**src/rtl/led_status_pkg.sv**
```systemverilog
// Purpose : shared types, constants and helpers for the multi-channel LED status block.
// Latency : n/a (package only).
// Backpressure: n/a (package only).
// Contents: ch_state_e channel FSM states, CODE_GAP dark ticks after an error-code burst,
//           clog2() width helper used to size the prescaler and per-channel counters.
package led_status_pkg;

   typedef enum logic [1:0] {
      IDLE = 2'd0,
      PASS = 2'd1,
      FAIL = 2'd2
   } ch_state_e;

   // Dark ticks appended after each burst of error-code pulses.
   localparam int CODE_GAP = 8;

   // ceil(log2(v)), never less than 1, so the result can always size a register.
   function automatic int clog2(input int v);
      int r;
      r = 1;
      for (int i = 1; i < 31; i++) begin
         if ((1 << i) < v) r = i + 1;
      end
      return r;
   endfunction

endpackage

```
**src/rtl/led_status_ch.sv**
```systemverilog
// Purpose : one result channel: IDLE/PASS/FAIL FSM, blink phase counter, optional code sequencer.
// Latency : outputs registered; a done pulse is visible on led_o/busy_o one edge later.
// Backpressure: none; done_i is accepted in every state and always re-latches the channel.
// Ports   : clk, rst_n (async, active-low); tick_i shared base tick; done_i/pass_i/code_i result
//           strobe with pass flag and error code; clr_i global clear (done_i wins);
//           led_o LED drive; busy_o high while a result is latched.
// Config  : LED_STATUS_ERRCODE_EN adds code storage and the pulse-code display in FAIL.
module led_status_ch
   import led_status_pkg::*;
#(
   parameter int BLINK_TICKS = 4,
   parameter int CODE_W      = 3
) (
   input  logic              clk,
   input  logic              rst_n,
   input  logic              tick_i,
   input  logic              done_i,
   input  logic              pass_i,
   input  logic [CODE_W-1:0] code_i,
   input  logic              clr_i,
   output logic              led_o,
   output logic              busy_o
);

   localparam int               PH_W    = clog2(BLINK_TICKS);
   localparam logic [PH_W-1:0]  PH_LAST = PH_W'(BLINK_TICKS - 1);

   ch_state_e         state_q, state_d;
   logic              led_q, led_d;
   logic              busy_q, busy_d;
   logic [PH_W-1:0]   phase_q, phase_d;
   logic              use_code;

`ifdef LED_STATUS_ERRCODE_EN
   // Slot index within one code frame: 2*code pulse/dark slots, then CODE_GAP dark slots.
   localparam int POS_W = clog2(2 * ((1 << CODE_W) - 1) + CODE_GAP);

   logic [CODE_W-1:0] code_q, code_d;
   logic [POS_W-1:0]  pos_q, pos_d;
   logic [POS_W-1:0]  pulse_end;
   logic [POS_W-1:0]  seq_last;

   assign use_code  = (code_q != '0);
   assign pulse_end = POS_W'({code_q, 1'b0});
   assign seq_last  = pulse_end + POS_W'(CODE_GAP - 1);
`else
   logic unused_code;
   assign unused_code = ^code_i;
   assign use_code    = 1'b0;
`endif

   always_comb begin
      state_d = state_q;
      led_d   = led_q;
      busy_d  = busy_q;
      phase_d = phase_q;
`ifdef LED_STATUS_ERRCODE_EN
      code_d  = code_q;
      pos_d   = pos_q;
`endif
      if (done_i) begin
         // New result restarts the channel from entry, whatever state it was in.
         busy_d  = 1'b1;
         phase_d = '0;
         if (pass_i) begin
            state_d = PASS;
            led_d   = 1'b1;
         end else begin
            state_d = FAIL;
            led_d   = 1'b0;
         end
`ifdef LED_STATUS_ERRCODE_EN
         code_d = pass_i ? '0 : code_i;
         pos_d  = '0;
`endif
      end else if (clr_i) begin
         state_d = IDLE;
         led_d   = 1'b0;
         busy_d  = 1'b0;
         phase_d = '0;
`ifdef LED_STATUS_ERRCODE_EN
         code_d  = '0;
         pos_d   = '0;
`endif
      end else begin
         case (state_q)
            IDLE: begin
               led_d  = 1'b0;
               busy_d = 1'b0;
            end
            PASS: begin
               led_d  = 1'b1;
               busy_d = 1'b1;
            end
            FAIL: begin
               busy_d = 1'b1;
               if (tick_i) begin
                  if (use_code) begin
`ifdef LED_STATUS_ERRCODE_EN
                     // Even slots below 2*code are lit; everything else is dark.
                     led_d = (pos_q < pulse_end) && !pos_q[0];
                     pos_d = (pos_q == seq_last) ? '0 : pos_q + 1'b1;
`endif
                  end else if (phase_q == PH_LAST) begin
                     phase_d = '0;
                     led_d   = !led_q;
                  end else begin
                     phase_d = phase_q + 1'b1;
                  end
               end
            end
            default: begin
               state_d = IDLE;
               led_d   = 1'b0;
               busy_d  = 1'b0;
            end
         endcase
      end
   end

   always_ff @(posedge clk or negedge rst_n) begin
      if (!rst_n) begin
         state_q <= IDLE;
         led_q   <= 1'b0;
         busy_q  <= 1'b0;
         phase_q <= '0;
      end else begin
         state_q <= state_d;
         led_q   <= led_d;
         busy_q  <= busy_d;
         phase_q <= phase_d;
      end
   end

`ifdef LED_STATUS_ERRCODE_EN
   always_ff @(posedge clk or negedge rst_n) begin
      if (!rst_n) begin
         code_q <= '0;
         pos_q  <= '0;
      end else begin
         code_q <= code_d;
         pos_q  <= pos_d;
      end
   end
`endif

   assign led_o  = led_q;
   assign busy_o = busy_q;

endmodule

```
**src/rtl/led_status_multi.sv**
```systemverilog
// Purpose : N_CH independent test-result LED indicators sharing one free-running tick prescaler.
// Latency : done -> led/busy one clk edge; blink/code timing quantised to the shared tick.
// Backpressure: none; every done pulse is accepted immediately.
// Ports   : clk, rst_n (async, active-low); done/pass per-channel result strobe and flag;
//           err_code channel k at [k*CODE_W +: CODE_W]; clr global clear; led, busy registered.
// Config  : LED_STATUS_ERRCODE_EN enables the error-code pulse display in FAIL.
module led_status_multi
   import led_status_pkg::*;
#(
   parameter int N_CH        = 4,
   parameter int TICK        = 6_250_000,
   parameter int BLINK_TICKS = 4,
   parameter int CODE_W      = 3
) (
   input  logic                     clk,
   input  logic                     rst_n,
   input  logic [N_CH-1:0]          done,
   input  logic [N_CH-1:0]          pass,
   input  logic [N_CH*CODE_W-1:0]   err_code,
   input  logic                     clr,
   output logic [N_CH-1:0]          led,
   output logic [N_CH-1:0]          busy
);

   localparam int              CNT_W    = clog2(TICK);
   localparam logic [CNT_W-1:0] CNT_LAST = CNT_W'(TICK - 1);

   logic [CNT_W-1:0] cnt_q, cnt_d;
   logic             tick;

   // Prescaler is never cleared by clr or done, so channel phase is only tick-accurate.
   assign tick  = (cnt_q == CNT_LAST);
   assign cnt_d = tick ? '0 : cnt_q + 1'b1;

   always_ff @(posedge clk or negedge rst_n) begin
      if (!rst_n) cnt_q <= '0;
      else        cnt_q <= cnt_d;
   end

   for (genvar k = 0; k < N_CH; k++) begin : g_ch
      led_status_ch #(
         .BLINK_TICKS(BLINK_TICKS),
         .CODE_W     (CODE_W)
      ) u_ch (
         .clk    (clk),
         .rst_n  (rst_n),
         .tick_i (tick),
         .done_i (done[k]),
         .pass_i (pass[k]),
         .code_i (err_code[k*CODE_W +: CODE_W]),
         .clr_i  (clr),
         .led_o  (led[k]),
         .busy_o (busy[k])
      );
   end

endmodule

```
**config.mk**
```make
export PLATFORM = sky130hd
export DESIGN_NAME = led_status_multi
export DESIGN_NICKNAME = d
export VERILOG_FILES = /design/src/rtl/led_status_pkg.sv /design/src/rtl/led_status_ch.sv /design/src/rtl/led_status_multi.sv
export SDC_FILE = /design/constraint.sdc
export NUM_CORES = 1
export LEC_CHECK = 0
export ABC_AREA = 1
export CORE_UTILIZATION = 50
export DETAILED_ROUTE_END_ITERATION = 8
export GPL_TIMING_DRIVEN = 0
export PLACE_DENSITY = 0.69
export SLEW_MARGIN = 10
export SYNTH_ARGS = -nofsm -noshare
export SYNTH_HDL_FRONTEND = slang
export SYNTH_HIERARCHICAL = 1
export SYNTH_SLANG_ARGS = --single-unit
```
**constraint.sdc**
```tcl
create_clock -name clk -period 1.9 [get_ports clk]
set_input_delay 0.285 -clock clk [delete_from_list [all_inputs] [get_ports clk]]
set_output_delay 0.285 -clock clk [all_outputs]
set_load 0.02 [all_outputs]
```
==> reports/metrics.csv <==
stage,metric,value,unit
outcome,outcome,completed,
synthesis,yosys_warnings,6,
sta,skew,8.52,ps
sta,tns,0,ps
global_route,first_global_vias,2237,
floorplanning,rows,26,
cts,clk_latency,310,ps
global_route,grt_pass1_wl,9320,um
route,drt-initial-drc-count,111,
placed_design,place_congestion,0.839,
synthesis,synth_mux_area_frac,0,
sta,hold_viol_final,0,
power_and_ir_drop,max-vdd-ir-drop,0.000402,V
sta,tightest_slew,554,ps
floorplanning,die_w,77.1,um
setup_path,crit_arrival,1950,ps
route,vias_per_cell,4.87,
global_route,grt_antenna_before_repair,0,
route,totalWireLength,5170,um
cells_and_area,fin_nets,431,
cts,clockBufferDepth,2,
route,drtAntennaViolNets,0,
global_route,grt_overflow,0,
setup_path,crit_type,reg -> reg,
cells_and_area,drive_above_1_share,0.163,
setup_path,setup.worst_path.start_class,flip-flop,
synthesis,synth_area_per_cell,7.91,sq um
placed_design,dp_cells,445,
power_and_ir_drop,p_per_area,570,nW/um^2
global_route,grt_usage,0.197,
synthesis,ys_ff_latch,47,
cells_and_area,layout_commonest_cell,nor2_1,
synthesis,synth_xor_area_frac,0.0435,
floorplanning,pin_count,31,
sta,rsz0062_at_grt,no,
sta,fin_crit,1740,ps
global_route,met3_usage,0.0381,
global_route,top_usage_layer,met2,
setup_path,cp.required,2100,ps
synthesis,yosys.area.top_type,dfrtp_1,
cells_and_area,instances_no_fill,462,
placed_design,hpwlAfterDp,3880,um
setup_path,ff2ff_setup_slack,160,ps
sta,worst_slack,158,ps
route,wl_per_cell,11.2,um
global_route,gr-usage-met1,0.243,
synthesis,yosysSeqAreaShare,0.418,
sta,period_share,0.917,
cts,cts.clk_slew.worst_paths,90,ps
floorplanning,design.core.area,5270,sq um
cts,clock_sinks,47,
cells_and_area,layout_common_cells,"nor2_1, nand2_1, dfrtp_1",
cts,root_buffer,clkbuf_8,
cts,cts_tree,yes,
job,cap_violations,0,
sta,finalSetupViolations,0,
synthesis,synth_fa_ha_area_frac,0.0755,
sta,drv_slew,0,
cts,cts-htree-levels,2,
power_and_ir_drop,p_leak,1.56,nW
global_route,met2_usage,0.338,
setup_path,reg2reg_to,g_ch[1].u_ch/led_o$_DFFE_PN0P_,
route,first_pass_iters,4,
synthesis,synthSimpleGateAreaFrac,0.337,
floorplanning,start_util,0.534,
synthesis,yosys.area.top_type_share,0.418,
cts,cts_made_buffers,5,
synthesis,synthTopCellsByArea,"dfrtp_1, nor2_1, nand2_1",
synthesis,syn-num-nets,396,
synthesis,synth_compound_gate_area_share,0.0613,
route,dr_total_vias,2249,
cells_and_area,num_antenna_cells,0,
setup_path,critPathMaxFanout,7,
synthesis,syn_inst,356,
placed_design,post-place-ws,-107,ps
route,drc_errors,0,
floorplanning,dieArea,5940,sq um
cells_and_area,areaGrowthSynthToFinish,15.7,%
hold_path,hold_path_class,in -> async,
sta,max_freq,574,MHz
sta,relSlewSlack,0.629,
placed_design,port_buffers,18,
synthesis,synth_cell_types,26,
setup_path,crit_path_end_kind,flip-flop,
synthesis,synth_top_family_by_area,simple AND/OR/NAND/NOR gates,
global_route,grt_max_degree,36,
setup_path,r2r_start,cnt_q[1]$_DFF_PN0_,
floorplanning,dieHeight,77.1,um
synthesis,netlist_area,2820,sq um
setup_path,reg2regPathDepth,12,
-- worst max-delay path: stages (launching register included) --
cell and delay, ps:
dfrtp_1 360, ha_2 200, nand2_2 100, nor2_8 130, inv_2 50, nor2_1 120, nand3_2 160, clkinv_4 120
nand2_1 70, nand3_1 110, nand2_1 60, nor2_1 110, nor2_1 50
-- repair_timing --
action,CTS,global route
resized for setup,2,2
endpoints found under the setup margin,7,8
setup buffers,1,6
cloned,0,1
hold endpoints to repair,12,0
pin swaps,0,3
hold buffers,1,0
-- registers in the layout, indices dropped and copies added, names as in the netlist --
signal / count
cnt_q: 23
g_ch.u_ch/busy_o: 4
g_ch.u_ch/led_o: 4
g_ch.u_ch/phase_q: 8
g_ch.u_ch/state_q: 8
-- per-layer routing --
metal,up-vias,part of all wire
met1,1029,0.47
met3,7,0.026
li1,1182,-
met5,-,0
met2,31,0.48
met4,0,0.017
-- cell type report --
cell class / count / area [sq um]
clock buffers: 6 / 72.6
repair buffers: 27 / 258
inverters: 46 / 178
flip-flops and latches: 47 / 1180
clock inverters: 2 / 12.5
multi-input cells: 261 / 1460
repair inverters: 1 / 5.00
plain buffers: 2 / 10.0
well taps: 70 / 87.6
fillers: 491 / 2010
-- logic make-up after synthesis --
logic type | count (synthesis)
compound gates | 25
flops | 47
simple gates | 205
fa+ha+maj | 17
xor+xnor | 14
buf+inv | 48
-- stage by stage --
step	power (mW)	hold slack (ps)	cell area, sq um	utilization
after floorplan	1.18	-10.6	2820	-
after global placement	1.28	492	3080	0.585
after detailed placement	1.29	193	3100	0.588
after CTS	1.89	399	3210	0.609
after global routing	1.95	428	3260	0.618
final	1.86	393	3260	0.618
-- where the power goes --
part | switching, mW | internal (mW)
sequential | 0.0187 | 1.03
clock | 0.335 | 0.257
combinational | 0.122 | 0.0971
-- worst max-delay path by stage --
stage,start,end,slack (ps),cells after the start
6_report,cnt_q[1]$_DFF_PN0_,g_ch[1].u_ch/led_o$_DFFE_PN0P_,160,12
5_1_grt,cnt_q[0]$_DFF_PN0_,g_ch[2].u_ch/led_o$_DFFE_PN0P_,1,12
4_1_cts,cnt_q[1]$_DFF_PN0_,g_ch[1].u_ch/led_o$_DFFE_PN0P_,40,12
3_5_place_dp,cnt_q[0]$_DFF_PN0_,g_ch[1].u_ch/led_o$_DFFE_PN0P_,-110,12
3_3_place_gp,rst_n,g_ch[2].u_ch/state_q[0]$_DFFE_PN0P_,-800,1
2_1_floorplan,cnt_q[0]$_DFF_PN0_,g_ch[0].u_ch/led_o$_DFFE_PN0P_,200,12
-- synth_stat cells (all sizes together) --
cell type	count
and2	1
nand3	27
or2	4
o22ai	4
o21bai	1
nor2	88
nand4	8
buf	1
o21ai	9
a21oi	11
ha	17
inv	46
clkbuf	1
dfrtp	47
nand2	77
xnor2	1
xor2	13
(Power assumes the default switching activity.)
